<file path="config.mk">
export PLATFORM = sky130hd
export DESIGN_NAME = uart_rx_monitor
export DESIGN_NICKNAME = d
export VERILOG_FILES = /design/src/rtl/uart_rx_monitor.sv
export SDC_FILE = /design/constraint.sdc
export NUM_CORES = 1
export LEC_CHECK = 0
export ABC_AREA = 1
export ABC_CLOCK_PERIOD_IN_PS = 4200
export CAP_MARGIN = 20
export CORE_AREA = 2 2 127 105
export DETAILED_ROUTE_END_ITERATION = 6
export DIE_AREA = 0 0 129 107
export PLACE_DENSITY_LB_ADDON = 0.15
export SYNTH_ARGS = -nofsm -noshare
export SYNTH_HDL_FRONTEND = slang
export SYNTH_SLANG_ARGS = --single-unit
</file>
<file path="constraint.sdc">
create_clock -name clk -period 4.2 [get_ports clk]
set_input_delay 0.84 -clock clk [delete_from_list [all_inputs] [get_ports clk]]
set_output_delay 0.84 -clock clk [all_outputs]
set_load 0.01 [all_outputs]
</file>
<file path="src/rtl/uart_rx_monitor.sv">
// UART 8N1 receive monitor: synchronizer, mid-bit sampling FSM, FWFT byte FIFO, sticky error flags.
// Optional parity stage (8E1-style check) is compiled in with `define UART_MON_PARITY_EN.
//
// state    | meaning
// IDLE     | line idle, waiting for a falling edge on rxs
// START    | half-bit wait, confirm start bit is still low
// DATA     | sample 8 data bits, LSB first
// PARITY   | sample parity bit (UART_MON_PARITY_EN only)
// STOP     | sample stop bit, push byte or flag framing error
// BREAK    | line held low after a bad stop bit, wait for release
module uart_rx_monitor #(
    parameter int BAUD_DIV   = 868,
    parameter int FIFO_DEPTH = 16
) (
    input  logic                          clk,
    input  logic                          rst,
    input  logic                          rx_i,
    output logic [7:0]                    dout_o,
    output logic                          dout_valid_o,
    input  logic                          dout_ready_i,
    output logic [$clog2(FIFO_DEPTH):0]   fifo_cnt_o,
    output logic                          busy_o,
    output logic                          frame_err_o,
    output logic                          overflow_o,
    output logic                          parity_err_o,
    input  logic                          clr_i
);

    localparam int CW = $clog2(BAUD_DIV);
    localparam int AW = $clog2(FIFO_DEPTH);

    localparam logic [CW-1:0] C_RELOAD = CW'(BAUD_DIV - 1);
    localparam logic [CW-1:0] C_HALF   = CW'(BAUD_DIV / 2 - 1);
    localparam logic [AW:0]   C_FULL   = (AW + 1)'(FIFO_DEPTH);

    localparam logic [2:0] S_IDLE   = 3'd0;
    localparam logic [2:0] S_START  = 3'd1;
    localparam logic [2:0] S_DATA   = 3'd2;
    localparam logic [2:0] S_STOP   = 3'd4;
    localparam logic [2:0] S_BREAK  = 3'd5;
`ifdef UART_MON_PARITY_EN
    localparam logic [2:0] S_PARITY = 3'd3;
`endif

    logic          r_sync1;
    logic          r_sync2;
    logic          r_prev;
    logic [2:0]    r_state;
    logic [CW-1:0] r_cnt;
    logic [2:0]    r_bit_idx;
    logic [7:0]    r_shift;
    logic          r_frame_err;
    logic          r_overflow;

    logic [7:0]    r_mem [FIFO_DEPTH];
    logic [AW-1:0] r_wr_ptr;
    logic [AW-1:0] r_rd_ptr;
    logic [AW:0]   r_count;

    logic w_rxs;
    logic w_fall;
    logic w_tick;
    logic w_push;
    logic w_ferr_set;
    logic w_full;
    logic w_empty;
    logic w_pop;
    logic w_wr_en;
    logic w_ovf_set;

    assign w_rxs      = r_sync2;
    assign w_fall     = r_prev & ~w_rxs;
    assign w_tick     = (r_cnt == '0);
    assign w_push     = (r_state == S_STOP) && w_tick && w_rxs;
    assign w_ferr_set = (r_state == S_STOP) && w_tick && !w_rxs;

    assign w_full    = (r_count == C_FULL);
    assign w_empty   = (r_count == '0);
    assign w_pop     = !w_empty && dout_ready_i;
    // A full FIFO still accepts a push when the head leaves in the same cycle.
    assign w_wr_en   = w_push && (!w_full || w_pop);
    assign w_ovf_set = w_push && w_full && !w_pop;

    always_ff @(posedge clk or posedge rst) begin
        if (rst) begin
            r_sync1 <= 1'b1;
            r_sync2 <= 1'b1;
            r_prev  <= 1'b1;
        end else begin
            r_sync1 <= rx_i;
            r_sync2 <= r_sync1;
            r_prev  <= r_sync2;
        end
    end

    always_ff @(posedge clk or posedge rst) begin
        if (rst) begin
            r_cnt <= '0;
        end else if (r_state == S_IDLE) begin
            if (w_fall) begin
                r_cnt <= C_HALF;
            end
        end else if (r_state != S_BREAK) begin
            r_cnt <= w_tick ? C_RELOAD : r_cnt - 1'b1;
        end
    end

    always_ff @(posedge clk or posedge rst) begin
        if (rst) begin
            r_state   <= S_IDLE;
            r_bit_idx <= '0;
            r_shift   <= '0;
        end else begin
            case (r_state)
                S_IDLE: begin
                    if (w_fall) begin
                        r_state <= S_START;
                    end
                end
                S_START: begin
                    if (w_tick) begin
                        if (!w_rxs) begin
                            r_state   <= S_DATA;
                            r_bit_idx <= '0;
                        end else begin
                            r_state <= S_IDLE;
                        end
                    end
                end
                S_DATA: begin
                    if (w_tick) begin
                        r_shift[r_bit_idx] <= w_rxs;
                        if (r_bit_idx == 3'd7) begin
`ifdef UART_MON_PARITY_EN
                            r_state <= S_PARITY;
`else
                            r_state <= S_STOP;
`endif
                        end else begin
                            r_bit_idx <= r_bit_idx + 1'b1;
                        end
                    end
                end
`ifdef UART_MON_PARITY_EN
                S_PARITY: begin
                    if (w_tick) begin
                        r_state <= S_STOP;
                    end
                end
`endif
                S_STOP: begin
                    if (w_tick) begin
                        r_state <= w_rxs ? S_IDLE : S_BREAK;
                    end
                end
                S_BREAK: begin
                    if (w_rxs) begin
                        r_state <= S_IDLE;
                    end
                end
                default: r_state <= S_IDLE;
            endcase
        end
    end

    always_ff @(posedge clk) begin
        if (w_wr_en) begin
            r_mem[r_wr_ptr] <= r_shift;
        end
    end

    always_ff @(posedge clk or posedge rst) begin
        if (rst) begin
            r_wr_ptr <= '0;
            r_rd_ptr <= '0;
            r_count  <= '0;
        end else begin
            if (w_wr_en) begin
                r_wr_ptr <= r_wr_ptr + 1'b1;
            end
            if (w_pop) begin
                r_rd_ptr <= r_rd_ptr + 1'b1;
            end
            case ({w_wr_en, w_pop})
                2'b10:   r_count <= r_count + 1'b1;
                2'b01:   r_count <= r_count - 1'b1;
                default: r_count <= r_count;
            endcase
        end
    end

    // Set takes priority over a coincident clear so no event is lost.
    always_ff @(posedge clk or posedge rst) begin
        if (rst) begin
            r_frame_err <= 1'b0;
            r_overflow  <= 1'b0;
        end else begin
            r_frame_err <= w_ferr_set | (r_frame_err & ~clr_i);
            r_overflow  <= w_ovf_set  | (r_overflow  & ~clr_i);
        end
    end

`ifdef UART_MON_PARITY_EN
    logic r_parity_err;
    logic w_perr_set;

    assign w_perr_set = (r_state == S_PARITY) && w_tick && (^{r_shift, w_rxs});

    always_ff @(posedge clk or posedge rst) begin
        if (rst) begin
            r_parity_err <= 1'b0;
        end else begin
            r_parity_err <= w_perr_set | (r_parity_err & ~clr_i);
        end
    end

    assign parity_err_o = r_parity_err;
`else
    assign parity_err_o = 1'b0;
`endif

    assign dout_o       = w_empty ? 8'h00 : r_mem[r_rd_ptr];
    assign dout_valid_o = !w_empty;
    assign fifo_cnt_o   = r_count;
    assign busy_o       = (r_state != S_IDLE);
    assign frame_err_o  = r_frame_err;
    assign overflow_o   = r_overflow;

endmodule

</file>
-- Yosys cells after proc, flatten, opt, wreduce, memory -nomap -nowiden
Memory sizes are Yosys's and may differ from the RTL's.
Index checks and enable logic that the tools add are counted.
- flip-flop bits (word level): 42
- bits in latches: 0
- RAM bits: 128
- ROM bits: 0
- input port bits: 5
- output and inout bits: 18
- word-level logic and storage cells: 94
- memories kept: 1
- add/sub/neg operators: 6
- multipliers: 0
- divide/modulo/power cells: 0
- magnitude comparators: 2
- equality and inequality tests: 17
- shift-type cells: 0
- multiplexer cells: 25
- bitwise logic cells: 7
- reduce and logical (&&, ||, !) cells: 24
- memories (memory ; words ; width ; read ports ; clocked after Yosys merged registers in ; write ports ; line ; text):
    r_mem ; 16 ; 8 ; 1 ; 0 ; 1 ; 55 ; logic [7:0] r_mem [FIFO_DEPTH];
- operators with widths (cell ; count):
    $mux 10 ; 4
    $mux 3 ; 11
    $ne 2x2->1 const B ; 8
    $pmux 3 s5 ; 1
    $logic_not 10->1 ; 1
    $pmux 5 s2 ; 1
    $sub 10x1->10 const B ; 1
    $eq 3x3->1 const B ; 3
    $add 4x1->4 const B ; 2
    $bwmux 8 ; 1
    $logic_and 1x1->1 ; 8
    $mux 8 ; 1
    $pmux 3 s2 ; 1
    $reduce_and 6->1 ; 1
    $reduce_bool 2->1 ; 3
    $add 5x1->5 const B ; 1
    $eq 5x5->1 const B ; 1
    $logic_not 5->1 ; 1
    $reduce_and 5->1 ; 1
    $sub 5x1->5 const B ; 1
    $logic_not 1->1 ; 4
    $lt 3x4->1 const B ; 1
    $reduce_and 2->1 ; 2
    $add 3x1->3 const B ; 1
    15 further kinds ; 21

-- Longest topological paths before layout
- word-level depth: 7
- gate-level depth with buffers: 17
- mapped depth without buffers: 17

-- Worst setup path before layout
OpenSTA, ideal clock, no wires.
- kind: register -> output
- start point: reg r_rd_ptr[0]
- end point: out dout_o[0]
- arrival: 1456 ps
- data required time: 3360 ps
- setup slack: 1904 ps
- stages on the path, launching flop included: 9
- buffers on the path: 3
- path through: dfrtp_1 -> buf_2 -> inv_1 -> buf_4 -> buf_2 -> nor2_1 -> o221ai_1 -> nand3_1 -> a21oi_1
- word-level cells in the longest chain between the ends: 2
- ends and longest elaborated chain (item ; line ; text):
    from (decl) ; 57 ; logic [AW-1:0] r_rd_ptr;
    from (signal assigned) ; 182 ; r_rd_ptr <= r_rd_ptr + 1'b1;
    $mem_v2 16x8 ; -- ;
    $mux 8 ; 222 ; assign dout_o = w_empty ? 8'h00 : r_mem[r_rd_ptr];
    to (decl) ; 18 ; output logic [7:0] dout_o,
No other way between the ends.

-- Worst setup path in the final report
- start point: reg r_rd_ptr[1]
- end point: out dout_o[1]
Same word-level chain as after synthesis.

==> metrics <==
Avg Cell Area, Syn=11.63 um^2; CP Class=flop to primary output; core area=12550 um^2; yosys warns=0; synthesized cell area=7365 um^2; Crit path arrival time=2.91 ns; clk_skew=0.008190 ns; post-CTS resize count=0; vias=4984; worst reg2reg path depth=8; status=complete, no violations; total power=5.352 mW; kind of end point of the critical path=primary output; EDFF count, synth=128; Final Hold Vio Count=0; number of global-route vias before repair=4793; hold depth=0; Simple-Gate Fraction of Synth Area=0.1290; layout cells sized above 1=0.07380; Max Fclk=266.8 MHz; r2r endpoint=r_mem[3][1]$_DFFE_PP_; post-synthesis compound-gate area fraction=0.1310; Port Buffers=21; top_reg_cell synth=edfxtp_1; mux cell area share after synthesis=0; Startpoint Class=flop; Post-DP HPWL=10250 um; unrepaired setup endpoints after global routing=no; Max-Cap Viols=0; adder-cell share of the synthesized area=0.02311; Die Span Y=107 um; n_diodes=0; most frequent cells after synthesis=edfxtp_1, nor2_1, nand2_1; Yosys top cell by area=edfxtp_1; CP required=3.36 ns; Rel. slew slack=0.3582; flops & latches, synth=170; total gr overflow=0; Detail Route Antenna Nets=0; most frequent cell after synthesis=edfxtp_1; Synth async-reset ratio=0.2471; # fillers=967; Worst-Skew Late Latency=0.42 ns; Initial Util=0.5870; Area growth syn-to-layout=12.40%; largest net degree at the start of global routing=68; HP Start=r_sync1$_DFF_PP1_; pwr/cell area=646.5 nW/um^2; wire length per cell=19.11 um; largest family of logic cells by synthesized area=compound AO/OA/AOI/OAI gates; routability cong.=0.8372; initial antenna violation count=0; Lkg Pwr=2.978 nW; initial DRC count=682; TritonRoute pass-1 iters=5; r2r startpoint=r_cnt[0]$_DFFE_PP0P_; pins over their slew limit=0; Post-CTS Setup Inserts=0; CTS clk-pin slew, worst paths=0.06 ns; Post-Synth XOR/XNOR Area=0.01308; Least-Margin Pin Slew=0.9591 ns; clock sink total=170; crit path time final=3.749 ns; Endpoint, Worst Hold=r_sync2$_DFF_PP1_; Synth top area share=0.5219; Setup TNS=0 ns; deepest clock path buffer count=2; synth top area cells=edfxtp_1, dfrtp_1, nor2_1; Post-Synthesis Cells=633; GRT Overall Usage=0.2504; Via-to-Cell Ratio=5.940; Root Buffer=clkbuf_16; sequential share of the synthesized area=0.6651; Num CTS Buffers=17; area of the die=13800 um^2; synth unique cells=38; die width=129 um; hold buffers post-CTS=0; Syn Nets=651; first-pass GRT wire length=25700 um; crit-path max FO=67; crit share post-route=0.8926; hold crit path type=flop to flop; # setup viols final=0; CTS H-tree depth=4; Worst VDD drop=0.3908 mV; TritonCTS clock tree=done; I/O pin count=23; DRC viols=0; reg-to-reg slack, setup=1.56 ns; Routed WL=16040 um; row cnt=37; Final nets=669
[through the flow]
step | hold slack [ns] | worst slack, ns | std cells | util | instance area [um^2]
after floorplan | 0.3452 | 1.904 | 633 | - | 7365
after global placement | 0.3468 | 0.9643 | 807 | 0.6147 | 7712
after detailed placement | 0.3538 | 0.9275 | 807 | 0.6147 | 7712
after CTS | 0.3622 | 0.4232 | 839 | 0.6598 | 8278
after global routing | 0.3692 | 0.2406 | 839 | 0.6598 | 8278
final | 0.3664 | 0.4512 | 839 | 0.6598 | 8278
[sequential cells by signal, summed over array words and instances (netlist names)]
name and count:
r_bit_idx 3, r_rd_ptr 4, r_sync2 1, r_mem 128, fifo_cnt_o 5, r_sync1 1
r_cnt 10, overflow_o 1, r_state 3, frame_err_o 1, r_wr_ptr 4, r_shift 8
r_prev 1
[where the power goes]
| group | leakage (nW) | total [mW] | internal (mW) | switching, mW |
|---|---|---|---|---|
| registers | 1.64 | 2.10 | 1.89 | 0.207 |
| clock network | 0.272 | 1.50 | 0.897 | 0.601 |
| logic | 1.07 | 1.75 | 0.721 | 1.03 |
| total | 2.98 | 5.35 | 3.51 | 1.84 |
[worst max path at each step]
stage	start	cells past startpoint	end	slack (ns)
floorplan	r_rd_ptr[0]$_DFFE_PP0P_	8	dout_o[0]	1.90
global placement	r_rd_ptr[1]$_DFFE_PP0P_	5	dout_o[1]	0.96
detailed placement	r_rd_ptr[1]$_DFFE_PP0P_	5	dout_o[1]	0.93
CTS	r_rd_ptr[1]$_DFFE_PP0P_	5	dout_o[1]	0.42
global route	r_rd_ptr[1]$_DFFE_PP0P_	5	dout_o[1]	0.24
finish	r_rd_ptr[1]$_DFFE_PP0P_	5	dout_o[1]	0.45
[kinds of logic (layout without fill, tap and decap cells)]
group,count (synthesis),after routing
compound gates,149,149
xor+xnor,11,11
simple gates,221,221
flops,170,170
other cells,1,1
buf+inv,68,99
fa+ha+maj,13,13
[final cells by class]
class	instances	area, um^2	area share
clock buffer	22	464.2	0.05608
clock inverter	10	101.3	0.01224
inverter	39	146.4	0.01768
multi-input combinational	395	2185	0.2639
sequential	170	4900	0.5919
tap	175	219.0	0.02645
timing repair buffer	28	262.8	0.03174
[worst max-delay path, cell delays in order, from the launching register on]
cell             delay [ns]
dfrtp_2                0.99
o21ai_0                0.28
o221ai_1               0.28
nand3_1                0.12
a21oi_1                0.23
clkdlybuf4s50_1        0.58
[cells in the final DEF (no fill, tap or decap), types with 2 or more instances in the layout]
cell type	n
nand2_1	58
o22ai_1	3
nand3_1	41
clkbuf_8	2
edfxtp_1	128
clkbuf_16	17
dfstp_2	3
buf_4	7
o221ai_1	32
bufinv_16	2
a31oi_1	5
a21oi_1	20
xor2_1	10
nand4_1	3
nand2_2	4
inv_1	36
clkbuf_1	3
clkinv_2	3
dfrtp_1	38
or2_1	2
o21bai_1	33
clkinvlp_4	2
clkdlybuf4s50_1	21
o21ai_0	50
o21ai_1	4
nor2_1	105
clkinv_1	4
nor2_4	2
ha_1	12
inv_2	2
[per-layer routing]
layer	vias to the layer above	global-route usage	wire length, um
li1	2312	-	-
met1	2416	0.3709	7356
met2	220	0.3673	7086
met3	36	0.05389	1195
met4	0	0.09394	400
met5	-	0	0
No activity file was read; power rests on OpenSTA's default activity.
